===== config.mk =====
export PLATFORM = sky130hd
export DESIGN_NAME = car_request_conditioner
export DESIGN_NICKNAME = d
export VERILOG_FILES = /design/src/rtl/car_request_conditioner_pkg.sv /design/src/rtl/car_request_conditioner_sync_debounce.sv /design/src/rtl/car_request_conditioner.sv
export SDC_FILE = /design/constraint.sdc
export NUM_CORES = 1
export LEC_CHECK = 0
export ABC_CLOCK_PERIOD_IN_PS = 3000
export CAP_MARGIN = 20
export CELL_PAD_IN_SITES_DETAIL_PLACEMENT = 1
export CELL_PAD_IN_SITES_GLOBAL_PLACEMENT = 1
export CORE_UTILIZATION = 38
export CTS_BUF_LIST = sky130_fd_sc_hd__clkbuf_8 sky130_fd_sc_hd__clkbuf_16
export DETAILED_ROUTE_END_ITERATION = 12
export GPL_TIMING_DRIVEN = 0
export PLACE_DENSITY = 0.83
export RECOVER_POWER = 50
export SLEW_MARGIN = 30
export SYNTH_ARGS = -nofsm -noshare
export SYNTH_HDL_FRONTEND = slang
export SYNTH_HIERARCHICAL = 1
export SYNTH_SLANG_ARGS = --single-unit

===== constraint.sdc =====
create_clock -name clk -period 3 [get_ports clk]
set_input_delay 0.6 -clock clk [delete_from_list [all_inputs] [get_ports clk]]
set_output_delay 0.6 -clock clk [all_outputs]
set_load 0.03 [all_outputs]

===== src/rtl/car_request_conditioner_pkg.sv =====
// car_request_conditioner_pkg: shared debounce state encoding and default sizing
package car_request_conditioner_pkg;
  localparam int SYNC_STAGES_DEF = 2;
  localparam int DEBOUNCE_CYCLES_DEF = 4;
  localparam int COUNT_W_DEF = 4;
  localparam logic [1:0] ST_LOW = 2'd0;
  localparam logic [1:0] ST_RISE = 2'd1;
  localparam logic [1:0] ST_HIGH = 2'd2;
  localparam logic [1:0] ST_FALL = 2'd3;
endpackage


===== src/rtl/car_request_conditioner_sync_debounce.sv =====
// car_request_conditioner_sync_debounce: sensor synchroniser plus debounce FSM with rise pulse
module car_request_conditioner_sync_debounce
  import car_request_conditioner_pkg::*;
#(
  parameter int SYNC_STAGES = SYNC_STAGES_DEF,
  parameter int DEBOUNCE_CYCLES = DEBOUNCE_CYCLES_DEF
) (
  input  logic clk,
  input  logic reset,
  input  logic async_i,
  output logic level_o,
  output logic rise_o
);
  localparam int CW = DEBOUNCE_CYCLES > 1 ? $clog2(DEBOUNCE_CYCLES) : 1;
  localparam logic [CW-1:0] LAST = CW'(DEBOUNCE_CYCLES - 1);
  localparam bit ONE = DEBOUNCE_CYCLES == 1;
  logic [SYNC_STAGES-1:0] sync_q;
  logic [1:0] state_q, state_d;
  logic [CW-1:0] cnt_q, cnt_d;
  logic level_q, level_d, rise_q, s;
  assign s = sync_q[SYNC_STAGES-1];
  assign level_d = state_d == ST_HIGH || state_d == ST_FALL;
  assign level_o = level_q;
  assign rise_o = rise_q;
  always_comb begin
    state_d = state_q;
    cnt_d = cnt_q;
    case (state_q)
      ST_LOW: if (s) begin
        state_d = ONE ? ST_HIGH : ST_RISE;
        cnt_d = ONE ? '0 : CW'(1);
      end
      ST_RISE: if (!s) begin
        state_d = ST_LOW;
        cnt_d = '0;
      end else if (cnt_q == LAST) begin
        state_d = ST_HIGH;
        cnt_d = '0;
      end else cnt_d = cnt_q + 1'b1;
      ST_HIGH: if (!s) begin
        state_d = ONE ? ST_LOW : ST_FALL;
        cnt_d = ONE ? '0 : CW'(1);
      end
      default: if (s) begin
        state_d = ST_HIGH;
        cnt_d = '0;
      end else if (cnt_q == LAST) begin
        state_d = ST_LOW;
        cnt_d = '0;
      end else cnt_d = cnt_q + 1'b1;
    endcase
  end
  always_ff @(posedge clk) begin
    if (reset) begin
      sync_q <= '0;
      state_q <= ST_LOW;
      cnt_q <= '0;
      level_q <= 1'b0;
      rise_q <= 1'b0;
    end else begin
      sync_q <= {sync_q[SYNC_STAGES-2:0], async_i};
      state_q <= state_d;
      cnt_q <= cnt_d;
      level_q <= level_d;
      rise_q <= level_d & ~level_q;
    end
  end
endmodule


===== src/rtl/car_request_conditioner.sv =====
// car_request_conditioner: clean car-sensor level plus latched, counted car-waiting request
module car_request_conditioner
  import car_request_conditioner_pkg::*;
#(
  parameter int SYNC_STAGES = SYNC_STAGES_DEF,
  parameter int DEBOUNCE_CYCLES = DEBOUNCE_CYCLES_DEF,
  parameter int COUNT_W = COUNT_W_DEF
) (
  input  logic clk,
  input  logic reset,
  input  logic C_Async,
  input  logic serve,
  output logic c_sync,
  output logic car_arrival,
  output logic car_waiting,
  output logic [COUNT_W-1:0] waiting_count,
  output logic overflow
);
  localparam logic [COUNT_W-1:0] MAX = '1;
  logic waiting_q, waiting_d, ovf_q, ovf_d, at_max;
  logic [COUNT_W-1:0] count_q, count_d;
  car_request_conditioner_sync_debounce #(
    .SYNC_STAGES(SYNC_STAGES),
    .DEBOUNCE_CYCLES(DEBOUNCE_CYCLES)
  ) u_sd (
    .clk(clk),
    .reset(reset),
    .async_i(C_Async),
    .level_o(c_sync),
    .rise_o(car_arrival)
  );
  assign at_max = count_q == MAX;
  assign car_waiting = waiting_q;
  assign waiting_count = count_q;
  assign overflow = ovf_q;
  // an arrival coinciding with serve is a new car that outlives the grant
  always_comb begin
    waiting_d = car_arrival | (waiting_q & ~serve);
    count_d = serve ? COUNT_W'(car_arrival) : (car_arrival && !at_max) ? count_q + 1'b1 : count_q;
    ovf_d = ovf_q | (car_arrival & ~serve & at_max);
  end
  always_ff @(posedge clk) begin
    if (reset) begin
      waiting_q <= 1'b0;
      count_q <= '0;
      ovf_q <= 1'b0;
    end else begin
      waiting_q <= waiting_d;
      count_q <= count_d;
      ovf_q <= ovf_d;
    end
  end
endmodule

# ---- After elaboration in Yosys (flattened, before gate mapping)
# Cells that the tools add are included.
dict set report totals {
  register_bits 14
  in_bits 4
}
dict set report op_classes {
  n_eq_ne 8
  n_reduce_logical 7
  bitwise 8
  n_addsub 2
  muxes 15
}
# operator n
set ops {}
lappend ops {{2-bit two-way mux} 11}
lappend ops {{2-bit one-hot mux with 3 select lines} 2}
lappend ops {{2-bit equality test, second input constant} 4}
lappend ops {{4-bit by 1-bit adder with 4-bit output, second input constant} 1}
lappend ops {{1-bit bitwise AND} 4}
lappend ops {{4-bit equality test, second input constant} 1}
lappend ops {{2-bit by 1-bit adder with 2-bit output, second input constant} 1}
lappend ops {{2-bit by 1-bit equality test with 1-bit output, second input constant} 1}
lappend ops {{2-bit zero test} 1}
lappend ops {{1-bit two-way mux} 2}
lappend ops {{2-bit by 1-bit inequality test with 1-bit output, second input constant} 1}
lappend ops {{2-bit inequality test, second input constant} 1}
lappend ops {{1-bit NOT} 2}
lappend ops {{1-bit bitwise OR} 2}
lappend ops {{2-bit AND reduction} 1}
lappend ops {{2-bit nonzero test} 1}
lappend ops {{2-bit OR reduction} 1}
lappend ops {{1-bit logical AND} 1}
lappend ops {{1-bit zero test} 1}
lappend ops {{1-bit logical OR} 1}

# ---- Logic depth before layout (Yosys ltp)
# Gate-level depths: netlist of the first run.
dict set report depth {
  word_depth 7
  depth_mapped 4
  ltp_nobuf 4
}

# ---- Modules after synthesis
# Netlist of the first run, hierarchy kept.
# mod n_inst cells_per_inst area_per_inst_um2 seq_area_each_um2
set modules_own_cells {}
lappend modules_own_cells {car_request_conditioner_sync_debounce 1 25 287.8 160.2}
lappend modules_own_cells {car_request_conditioner 1 30 266.5 120.1}

# ---- Worst setup path before layout of the first run
# OpenSTA, ideal clock, no wires.
dict set report synth_path {
  kind {reg2reg}
  from {register count_q[0], in the netlist waiting_count[0]}
  to {register count_q[1], in the netlist waiting_count[1]}
  setup_ps 86
  path_stages_with_launch 5
  setup_slack_ps 1594
  arrival_ps 1321
  synth_period_minus_slack_ps 1406
  n_path_buf 0
  path_cell_list {dfxtp_1 ha_1 and3_1 o21ai_0 a211oi_1}
}
dict set report synth_via {
  elab_chain_len 3
  elab_cells_between_ends 4
  classes_between {add/sub: 1; eq/ne: 1; reduce/logical: 2}
}
# element line
set synth_lines {}
lappend synth_lines {{from (decl)} car_request_conditioner.sv:21} ;# logic [COUNT_W-1:0] count_q, count_d;
lappend synth_lines {{from (signal assigned)} car_request_conditioner.sv:49} ;# count_q <= count_d;
lappend synth_lines {{parallel branches: the longest is 3 deep, another holds 4-bit by 1-bit adder with 4-bit output} n/a}
# Parallel ways; which one is timed is not known.
# A chain may end at the register's enable or synchronous reset.

# ---- Worst setup path in the final report of the first run
dict set report layout_path {
  from {register count_q[0], in the netlist waiting_count[0]}
  to {output port waiting_count[0]}
}
# element line
set layout_lines {}
lappend layout_lines {{to (decl)} car_request_conditioner.sv:16} ;# output logic [COUNT_W-1:0] waiting_count,
# No word-level cell between the ends.

==> summary.md, run 1 <==
| Metric | Value |
|---|---|
| #FFs+latches synth | 14 |
| Synth warn | 6 |
| Max-slew headroom | 72.3% |
| Wire per inst | 13.8 um |
| Clock buffers created by TritonCTS | 3 |
| Largest net degree at the start of global routing | 10 |
| First DRT Iteration DRCs | 4 |
| DRC viols | 0 |
| Total GRT Usage | 17.6% |
| Internal | 0.310 mW |
| I/O pin count | 12 |
| Slowest-stage cell, CP | clkdlybuf4s50_1 |
| Initial antenna violation count | 0 |
| Port-buffer cells | 11 |
| Core area | 1330 um2 |
| Cell Chain, Critical Path | clkdlybuf4s50_1 |
| Final hold slack | 0.433 ns |
| Final Hold Vio Count | 0 |
| Final Cycle Share | 65.4% |
| Arr. time, crit path | 1.36 ns |
| Root buffer cell | clkbuf_8 |
| Final cell count without fillers | 85 |
| Register share of total power | 49.6% |
| Leakage | 0.281 nW |
| Die area | 1620 um2 |
| Layout cell share with drive strength beyond 1 | 10.0% |
| Routability Congestion | 0.693 |
| Status | complete, no violations |
| Initial core utilization | 41.6% |
| Drt total wl | 1180 um |
| Final Setup Violations | 0 |
| Post-synth top area cell | dfxtp_1 |
| Area of the multi-input gates | 241 um2 |
| Largest cells by area after synthesis | dfxtp_1 51%, a21oi_1 5.4%, ha_1 4.5% |
| Main flop type after synthesis | dfxtp_1 |
| Fin Setup TNS | 0 ns |
| Fin area | 729 um2 |
| Drt first pass iters | 2 |
| Sequential element share of the synthesized area | 50.6% |
| Worst VDD drop | 0.280 mV |
| Vias in the first global route | 380 |
| Via count | 444 |
| Hold Path Cell Cnt | 1 |
| Delay of the slowest critical-path stage | 0.70 ns |
| First-pass GRT wire length | 1790 um |
| Max Slew Vio Count | 0 |
| Reg2reg start | waiting_count[0]$_SDFFE_PP0P_ |
| Fmax | 0.509 GHz |
| Final clock skew | 0.00606 ns |
| Worst Path Buf+Inv | 1 |
| Minimum clock period | 1.96 ns |
| Hold Crit Start | u_sd/level_o$_SDFF_PP0_ |
| Place WS | 1.06 ns |
| Data required, critical path | 2.40 ns |
| Startpoint types | register |
| DIE HEIGHT | 40.2 um |
| Avg Cell Area, Syn | 10.1 um2 |
| Net Switching | 0.0729 mW |
| Placed inst area | 683 um2 |
| CTS tree | yes |
| Post-synthesis cell count | 55 |
| Clock sinks | 14 |
| Post-synth EDFFs | 0 |
| Crit. End Element | primary output |
| Crit path max-delay family | buffers and inverters |
| Post-cts resize count | 0 |
| Rows | 13 |
| Fill count | 150 |
| Nets | 77 |
| Yosys cell types | 25 |
| Worst setup margin | 1.04 ns |
| R2R Setup Slk | 1.63 ns |
| Power per cell area | 525 nW/um2 |
| Routed vias/inst | 5.22 |
| Async SR Flop Fraction | 0% |
| Post-layout util | 54.7% |
| Storage cell area | 280 um2 |
| Switching share of power | 19.0% |
| Area Growth Syn to Fin | 31.6% |
| Mapped cell area | 554 um2 |
| Number of setup buffers added after CTS | 0 |
| Setup CP Type | reg2out |
| Clock share of power | 47.2% |
| Worst-Margin Slew | 0.405 ns |
| Latest clock arrival within the worst-skew pair | 0.24 ns |
| RR Endpoint | waiting_count[2]$_SDFFE_PP0P_ |
| Comb pwr share | 3.1% |
| Worst Reg2Reg Path Length in Cells | 3 |
| Clk slew on worst S/H paths | 0.06 ns |
| Critical Path Fanout Max | 5 |
| Post-detailed-route count of antenna-violating nets | 0 |
| Post-Syn Nets | 61 |
| Clock buffer depth | 2 |
| Max-cap viol count | 0 |
| Total Power | 0.383 mW |
| Grt total ovfl | 0 |
| Hold endpoint | u_sd/rise_o$_SDFF_PP0_ |
| Diodes inserted | 0 |
| Synth top area share | 50.6% |
| Placed insts | 81 |
| H-tree lvl count | 1 |
| Die W | 40.2 um |
| CTS Hold Bufs | 0 |
| Worst Setup SP | waiting_count[0]$_SDFFE_PP0P_ |
| RSZ-0062 raised after global routing | false |
| Min-Delay Path Class | reg2reg |
## sequential cells by signal, summed over array words and instances (netlist names)
name / cells
car_waiting: 1
u_sd/sync_q: 2
u_sd/cnt_q: 2
overflow: 1
u_sd/level_o: 1
waiting_count: 4
u_sd/rise_o: 1
u_sd/state_q: 2
## cells in the mapped netlist (2+ instances only)
master and n:
a211oi_1 3, a21oi_1 6, a31oi_1 2, dfxtp_1 14, ha_1 2, inv_1 4, nand3b_1 2, nor2_1 3
nor2b_1 2, o21ai_0 2
## placed cells by master (no fill, tap or decap), types with 2 or more instances in the layout
| cell | Yosys | layout |
|---|---|---|
| a211oi_1 | 3 | 3 |
| clkdlybuf4s50_1 | 0 | 9 |
| a31oi_1 | 2 | 2 |
| dlygate4sd3_1 | 0 | 2 |
| nor2_1 | 3 | 3 |
| clkbuf_8 | 0 | 4 |
| a2111oi_0 | 1 | 2 |
| inv_1 | 4 | 4 |
| ha_1 | 2 | 2 |
| nand3b_1 | 2 | 2 |
| o21ai_0 | 2 | 2 |
| nor2b_1 | 2 | 2 |
| dfxtp_1 | 14 | 14 |
| a21oi_1 | 6 | 6 |
## area by class of cell
class,instances,share of cell area (%)
timing repair buffer,11,15.1
multi-input combinational,35,33.1
tap,15,2.57
inverter,4,2.06
sequential,14,38.4
clock buffer,4,7.55
buffer,2,1.20
## power groups by stage
stage	clock network [mW]	registers [mW]	logic, mW
6_report	0.181	0.190	0.0121
5_1_grt	0.195	0.190	0.0132
4_1_cts	0.186	0.190	0.0140
3_5_place_dp	0	0.194	0.0139
3_3_place_gp	0	0.194	0.0135
2_1_floorplan	0	0.194	0.00656
## logic make-up after synthesis
kind of cell	synth area share, %
multiplexers	1.81
XOR/XNOR	1.58
AO/OA/AOI/OAI	21.4
adder cells (fa/ha/maj)	4.51
flip-flops	50.6
AND/OR/NAND/NOR	14.4
buffers and inverters	5.64
## worst max path at each step
stage	to	slack [ns]	cells past startpoint
finish	waiting_count[0]	1.04	1
global route	waiting_count[2]	0.97	1
CTS	waiting_count[2]	1.02	1
detailed placement	u_sd/cnt_q[1]$_SDFFE_PP0P_	1.06	4
global placement	u_sd/cnt_q[1]$_SDFFE_PP0P_	1.09	4
floorplan	waiting_count[1]$_SDFFE_PP0P_	1.59	4
## metal layers
layer	GRT usage [%]	routed length (um)	vias to the layer above
met4	10.0	6	0
met3	5.00	32	2
met2	28.6	579	7
li1	-	-	230
met1	20.4	557	205
met5	0	0	-
(Power assumes the default switching activity.)
==> run 2, diff against run 1 <==
--- a/config.mk
+++ b/config.mk
@@ -5,15 +5,16 @@
 export SDC_FILE = /design/constraint.sdc
 export NUM_CORES = 1
 export LEC_CHECK = 0
-export ABC_CLOCK_PERIOD_IN_PS = 3000
+export ABC_CLOCK_PERIOD_IN_PS = 1800
 export CAP_MARGIN = 20
 export CELL_PAD_IN_SITES_DETAIL_PLACEMENT = 1
 export CELL_PAD_IN_SITES_GLOBAL_PLACEMENT = 1
-export CORE_UTILIZATION = 38
+export CORE_ASPECT_RATIO = 0.75
+export CORE_UTILIZATION = 32
 export CTS_BUF_LIST = sky130_fd_sc_hd__clkbuf_8 sky130_fd_sc_hd__clkbuf_16
 export DETAILED_ROUTE_END_ITERATION = 12
 export GPL_TIMING_DRIVEN = 0
-export PLACE_DENSITY = 0.83
+export PLACE_DENSITY = 0.75
 export RECOVER_POWER = 50
 export SLEW_MARGIN = 30
 export SYNTH_ARGS = -nofsm -noshare
==> constraint.sdc (replaced) <==
create_clock -name clk -period 1.8 [get_ports clk]
set_input_delay 0.36 -clock clk [delete_from_list [all_inputs] [get_ports clk]]
set_output_delay 0.36 -clock clk [all_outputs]
set_load 0.03 [all_outputs]
==> summary.md, run 2 (synthesis results as in run 1) <==
| Metric | Value |
|---|---|
| Nets | 77 |
| Min-Delay Path Class | reg2reg |
| Die area | 1900 um2 |
| Commonest non-fill, non-tap cell in the layout | dfxtp_1 |
| Die W | 50.1 um |
| Cell Chain, Critical Path | clkdlybuf4s50_1 |
| Port-buffer cells | 11 |
| Reg2reg start | waiting_count[0]$_SDFFE_PP0P_ |
| Fin area | 739 um2 |
| Total GRT Usage | 15.6% |
| Worst VDD drop | 0.597 mV |
| DIE HEIGHT | 38.0 um |
| Clock buffer depth | 2 |
| Data required, critical path | 1.44 ns |
| Leakage | 0.300 nW |
| Worst Path Buf+Inv | 1 |
| Arr. time, crit path | 1.36 ns |
| Minimum clock period | 1.72 ns |
| Clock sinks | 14 |
| Layout cell share with drive strength beyond 1 | 10.0% |
| Final HPWL DP | 885 um |
| WP depth | 1 |
| Wire per inst | 12.9 um |
| Placed inst area | 691 um2 |
| Post-cts resize count | 0 |
| Number of setup buffers added after CTS | 0 |
| Comb pwr share | 3.1% |
| Critical Path Fanout Max | 5 |
| Fmax | 0.581 GHz |
| Total Power | 0.642 mW |
| Routability Congestion | 0.770 |
| I/O pin count | 12 |
| CTS Hold Bufs | 0 |
| Worst-Margin Slew | 0.362 ns |
| Grt total ovfl | 0 |
| Internal | 0.517 mW |
| Slowest-stage cell, CP | clkdlybuf4s50_1 |
| Root buffer cell | clkbuf_8 |
| Net Switching | 0.125 mW |
| Drt first pass iters | 4 |
| DRC viols | 0 |
| RSZ-0062 raised after global routing | false |
| Routed vias/inst | 4.88 |
| Final Hold Vio Count | 0 |
| Final Setup Violations | 0 |
| Fin Setup TNS | 0 ns |
| First-pass GRT wire length | 2010 um |
| Worst Setup EP | waiting_count[0] |
| Status | complete, no violations |
| Fill count | 179 |
| Latest clock arrival within the worst-skew pair | 0.25 ns |
| CTS tree | yes |
| Switching share of power | 19.5% |
| Initial core utilization | 35.8% |
| Max-slew headroom | 75.2% |
| Vias in the first global route | 425 |
| Final clock skew | 0.00114 ns |
| R2R Setup Slk | 0.48 ns |
| Clock buffers created by TritonCTS | 3 |
| Area Growth Syn to Fin | 33.4% |
| Max-cap viol count | 0 |
| Core area | 1550 um2 |
| Clk slew on worst S/H paths | 0.06 ns |
| Register share of total power | 49.3% |
| Post-detailed-route count of antenna-violating nets | 0 |
| Number of flip-flops in the largest register | 4 |
| Worst Setup SP | waiting_count[0]$_SDFFE_PP0P_ |
| Most frequent cells in the layout | 14 x dfxtp_1, 8 x clkdlybuf4s50_1, 6 x a21oi_1 |
| Initial antenna violation count | 0 |
| Crit path max-delay family | buffers and inverters |
| Largest net degree at the start of global routing | 10 |
| Drt total wl | 1170 um |
| Delay of the slowest critical-path stage | 0.70 ns |
| Max Slew Vio Count | 0 |
| Startpoint types | register |
| H-tree lvl count | 1 |
| First DRT Iteration DRCs | 2 |
| RR Endpoint | waiting_count[1]$_SDFFE_PP0P_ |
| Diodes inserted | 0 |
| Power per cell area | 869 nW/um2 |
| Setup CP Type | reg2out |
| Rows | 12 |
| Via count | 444 |
| Clock share of power | 47.6% |
| Final Cycle Share | 95.6% |
| Worst Reg2Reg Path Length in Cells | 4 |
| Crit. End Element | primary output |
## run 2: cell types whose count changed in the layout (fill, tap and decap cells not counted)
cell	previous run	this run
dlymetal6s2s_1	0	1
clkdlybuf4s50_1	9	8
## run 2: how the worst min path moves through the flow
stage	cells after the start	slack, ns	to	startpoint
after floorplan	1	0.41	u_sd/sync_q[1]$_SDFF_PP0_	u_sd/sync_q[0]$_SDFF_PP0_
final	1	0.43	u_sd/rise_o$_SDFF_PP0_	u_sd/level_o$_SDFF_PP0_
after detailed placement	1	0.42	u_sd/rise_o$_SDFF_PP0_	u_sd/level_o$_SDFF_PP0_
after global placement	1	0.42	u_sd/rise_o$_SDFF_PP0_	u_sd/level_o$_SDFF_PP0_
after CTS	1	0.43	u_sd/rise_o$_SDFF_PP0_	u_sd/level_o$_SDFF_PP0_
after global routing	1	0.45	u_sd/rise_o$_SDFF_PP0_	u_sd/level_o$_SDFF_PP0_
## run 2: worst reg2reg max path, cell delays in order (launching register included)
cell,delay [ns]
dfxtp_1,0.41
ha_1,0.27
and3_1,0.24
o21ai_0,0.09
a211oi_1,0.22
## run 2: cell type report
type	count	area [um2]	area share [%]
Clock buffer	4	55.1	7.45
Inverter	4	15.0	2.03
Timing Repair Buffer	11	113	15.2
Buffer	2	8.76	1.18
Multi-Input combinational cell	35	241	32.7
Tap cell	21	26.3	3.55
Sequential cell	14	280	37.9
## run 2: metal layers
layer	up-vias	track usage [%]	routed length (um)	share of wire, %
li1	230	-	-	-
met1	199	20.5	605	52
met2	13	21.7	492	42
met3	2	7.14	64	5.5
met4	0	6.43	11	0.94
met5	-	0	0	0
## run 2: per-stage QoR
| stage | utilization [%] | hold WS [ns] | std cells | setup WS [ns] |
|---|---|---|---|---|
| floorplan | - | 0.414 | 55 | 0.394 |
| global placement | 44.7 | 0.418 | 87 | 0.137 |
| detailed placement | 44.7 | 0.425 | 87 | 0.134 |
| global route | 47.8 | 0.448 | 91 | 0.0150 |
| CTS | 48.2 | 0.434 | 91 | 0.0632 |
| finish | 47.8 | 0.427 | 91 | 0.0791 |
## run 2: power groups by stage
| stage | sequential, mW | combinational [mW] | clock [mW] |
|---|---|---|---|
| 2_1_floorplan | 0.323 | 0.0109 | 0 |
| 3_3_place_gp | 0.323 | 0.0226 | 0 |
| 3_5_place_dp | 0.324 | 0.0230 | 0 |
| 4_1_cts | 0.317 | 0.0232 | 0.317 |
| 5_1_grt | 0.317 | 0.0226 | 0.331 |
| 6_report | 0.317 | 0.0200 | 0.305 |
==> run 3, diff against run 2 <==
--- a/config.mk
+++ b/config.mk
@@ -9,15 +9,13 @@
 export CAP_MARGIN = 20
 export CELL_PAD_IN_SITES_DETAIL_PLACEMENT = 1
 export CELL_PAD_IN_SITES_GLOBAL_PLACEMENT = 1
-export CORE_ASPECT_RATIO = 0.75
-export CORE_UTILIZATION = 32
+export CORE_UTILIZATION = 30
 export CTS_BUF_LIST = sky130_fd_sc_hd__clkbuf_8 sky130_fd_sc_hd__clkbuf_16
 export DETAILED_ROUTE_END_ITERATION = 12
 export GPL_TIMING_DRIVEN = 0
-export PLACE_DENSITY = 0.75
+export PLACE_DENSITY = 0.74
 export RECOVER_POWER = 50
 export SLEW_MARGIN = 30
 export SYNTH_ARGS = -nofsm -noshare
 export SYNTH_HDL_FRONTEND = slang
-export SYNTH_HIERARCHICAL = 1
 export SYNTH_SLANG_ARGS = --single-unit
==> summary.md, run 3 <==
| Metric | Value |
|---|---|
| Global Route met1 Usage | 17.0% |
| I/O pin count | 12 |
| Hold Path Cell Cnt | 1 |
| Commonest non-fill, non-tap cell in the layout | dfxtp_1 |
| Root buffer cell | clkbuf_8 |
| Mapped cell area | 503 um2 |
| Leakage | 0.262 nW |
| Rows | 14 |
| Worst-Margin Slew | 0.452 ns |
| Number of setup buffers added after CTS | 0 |
| Largest cells by area after synthesis | dfxtp_1 52%, ha_1 5.0%, a21oi_1 4.0% |
| DIE HEIGHT | 42.9 um |
| Post-layout util | 43.8% |
| Data required, critical path | 1.44 ns |
| Main flop type after synthesis | dfxtp_1 |
| Most frequent cells in the layout | 13 x dfxtp_1, 9 x clkdlybuf4s50_1, 4 x a21oi_1, 4 x nor2_1, 4 x inv_1 |
| Nets | 75 |
| Port-buffer cells | 11 |
| Total GRT Usage | 13.0% |
| CTS tree | yes |
| Post-Syn Nets | 59 |
| Wire per inst | 12.2 um |
| Hold Crit Start | u_sd.sync_q[0]$_SDFF_PP0_ |
| Power per cell area | 838 nW/um2 |
| Most frequent cell after synthesis | dfxtp_1 |
| Slowest-stage cell, CP | clkdlybuf4s50_1 |
| Arr. time, crit path | 1.35 ns |
| Routability Congestion | 0.717 |
| Reg2reg start | waiting_count[0]$_SDFFE_PP0P_ |
| Worst VDD drop | 0.364 mV |
| Clock sinks | 13 |
| First-pass GRT wire length | 1730 um |
| Post-synth EDFFs | 0 |
| Layout cell share with drive strength beyond 1 | 7.35% |
| Drt total wl | 1030 um |
| Diodes inserted | 0 |
| Vias in the first global route | 395 |
| Final Hold Vio Count | 0 |
| Die area | 1840 um2 |
| Yosys cell types | 24 |
| Crit. End Element | primary output |
| Hold endpoint | u_sd.sync_q[1]$_SDFF_PP0_ |
| Final Setup Violations | 0 |
| Cell Chain, Critical Path | clkdlybuf4s50_1 |
| Worst Reg2Reg Path Length in Cells | 4 |
| Number of flip-flops in the largest register | 4 |
| Final Cycle Share | 95.1% |
| H-tree lvl count | 1 |
| RR Endpoint | waiting_count[1]$_SDFFE_PP0P_ |
| Synth warn | 0 |
| Gr busiest metal | met1 |
| Final HPWL DP | 749 um |
| Max-cap viol count | 0 |
| Avg Cell Area, Syn | 9.49 um2 |
| Status | complete, no violations |
| Post-synth top cells | 13 x dfxtp_1, 4 x a21oi_1, 4 x nor2_1 |
| Area Growth Syn to Fin | 34.3% |
| Post-synthesis cell count | 53 |
| Crit path max-delay family | buffers and inverters |
| GR Util met2 | 17.0% |
| Via count | 446 |
| Final cell count without fillers | 84 |
| #FFs+latches synth | 13 |
| Clock buffers created by TritonCTS | 3 |
| Core area | 1540 um2 |
| Routed vias/inst | 5.31 |
| RSZ-0062 raised after global routing | false |
| Initial core utilization | 32.6% |
| Delay of the slowest critical-path stage | 0.71 ns |
| Min-Delay Path Class | reg2reg |
| Sequential element share of the synthesized area | 51.7% |
| Initial antenna violation count | 0 |
| Placed insts | 80 |
| Startpoint types | register |
| Clock buffer depth | 2 |
| GR Layer Usage met3 | 6.38% |
| Synth top area share | 51.7% |
| First DRT Iteration DRCs | 4 |
| Die W | 42.9 um |
| Max-slew headroom | 69.9% |
| Async SR Flop Fraction | 0% |
| Setup CP Type | reg2out |
| Latest clock arrival within the worst-skew pair | 0.24 ns |
| DRC viols | 0 |
| Grt total ovfl | 0 |
| Total Power | 0.566 mW |
| Post-synth top area cell | dfxtp_1 |
| Minimum clock period | 1.71 ns |
| Final clock skew | 0.00200 ns |
| Max Slew Vio Count | 0 |
| Fmax | 0.584 GHz |
| Drt first pass iters | 2 |
| Post-detailed-route count of antenna-violating nets | 0 |
| Critical Path Fanout Max | 6 |
| R2R Setup Slk | 0.52 ns |
| Clk slew on worst S/H paths | 0.05 ns |
| Worst Path Buf+Inv | 1 |
| Largest net degree at the start of global routing | 11 |
| Fin Setup TNS | 0 ns |
==> run 3: changes by cell type in the layout (fill, tap and decap cells not counted), sizes merged, moves of 2 or more <==
cell | before | now
a211oi | 3 | 1
a21oi | 6 | 4
clkbuf | 6 | 4
nand2 | 1 | 3
nor3 | 1 | 3
==> run 3: per-layer routing <==
| metal | part of all wire (%) | vias to the layer above |
|---|---|---|
| li1 | - | 224 |
| met1 | 51 | 208 |
| met2 | 42 | 9 |
| met3 | 3.9 | 5 |
| met4 | 2.4 | 0 |
| met5 | 0 | - |
==> run 3: how the worst max path moves through the flow <==
stage                     slack, ns  depth (start not counted)                     startpoint                             to
after global placement         0.19                          3                          reset     u_sd.cnt_q[1]$_SDFFE_PP0P_
after floorplan                0.42                          4  waiting_count[0]$_SDFFE_PP0P_  waiting_count[1]$_SDFFE_PP0P_
final                          0.09                          1  waiting_count[2]$_SDFFE_PP0P_               waiting_count[2]
after detailed placement       0.18                          3                          reset     u_sd.cnt_q[1]$_SDFFE_PP0P_
after global routing           0.05                          1  waiting_count[2]$_SDFFE_PP0P_               waiting_count[2]
after CTS                      0.08                          1  waiting_count[2]$_SDFFE_PP0P_               waiting_count[2]
==> run 3: cells by family (layout without fill, tap and decap cells) <==
group / after synthesis / count (layout) / share of synthesized area, %
simple gates: 20 / 20 / 21.6
flops: 13 / 13 / 51.7
buf+inv: 4 / 19 / 2.98
compound gates: 13 / 13 / 16.9
fa+ha+maj: 2 / 2 / 4.97
xor+xnor: 1 / 1 / 1.74
==> run 3: report_power, final <==
part           internal [mW]  switching, mW
sequential             0.292        0.00260
combinational        0.00915        0.00983
clock                  0.151          0.102
==> run 3: per-stage QoR <==
| step | hold slack (ns) | cell area, um2 | setup WS [ns] |
|---|---|---|---|
| 2_1_floorplan | 0.414 | 503 | 0.419 |
| 3_3_place_gp | 0.423 | 633 | 0.193 |
| 3_5_place_dp | 0.453 | 633 | 0.177 |
| 4_1_cts | 0.464 | 677 | 0.0766 |
| 5_1_grt | 0.464 | 676 | 0.0511 |
| 6_report | 0.458 | 676 | 0.0888 |
==> run 3: timing repair <==
action	4_1_cts	5_1_grt
resized for setup	1	0
hold buffers	0	0
setup endpoints to repair	1	0
==> run 3: final cells by class <==
type / instances / area, um2
fillers: 194 / 866
flip-flops and latches: 13 / 260
multi-input cells: 36 / 226
repair buffers: 11 / 109
clock buffers: 3 / 41.3
well taps: 16 / 20.0
inverters: 3 / 11.3
clock inverters: 1 / 3.75
plain buffers: 1 / 3.75
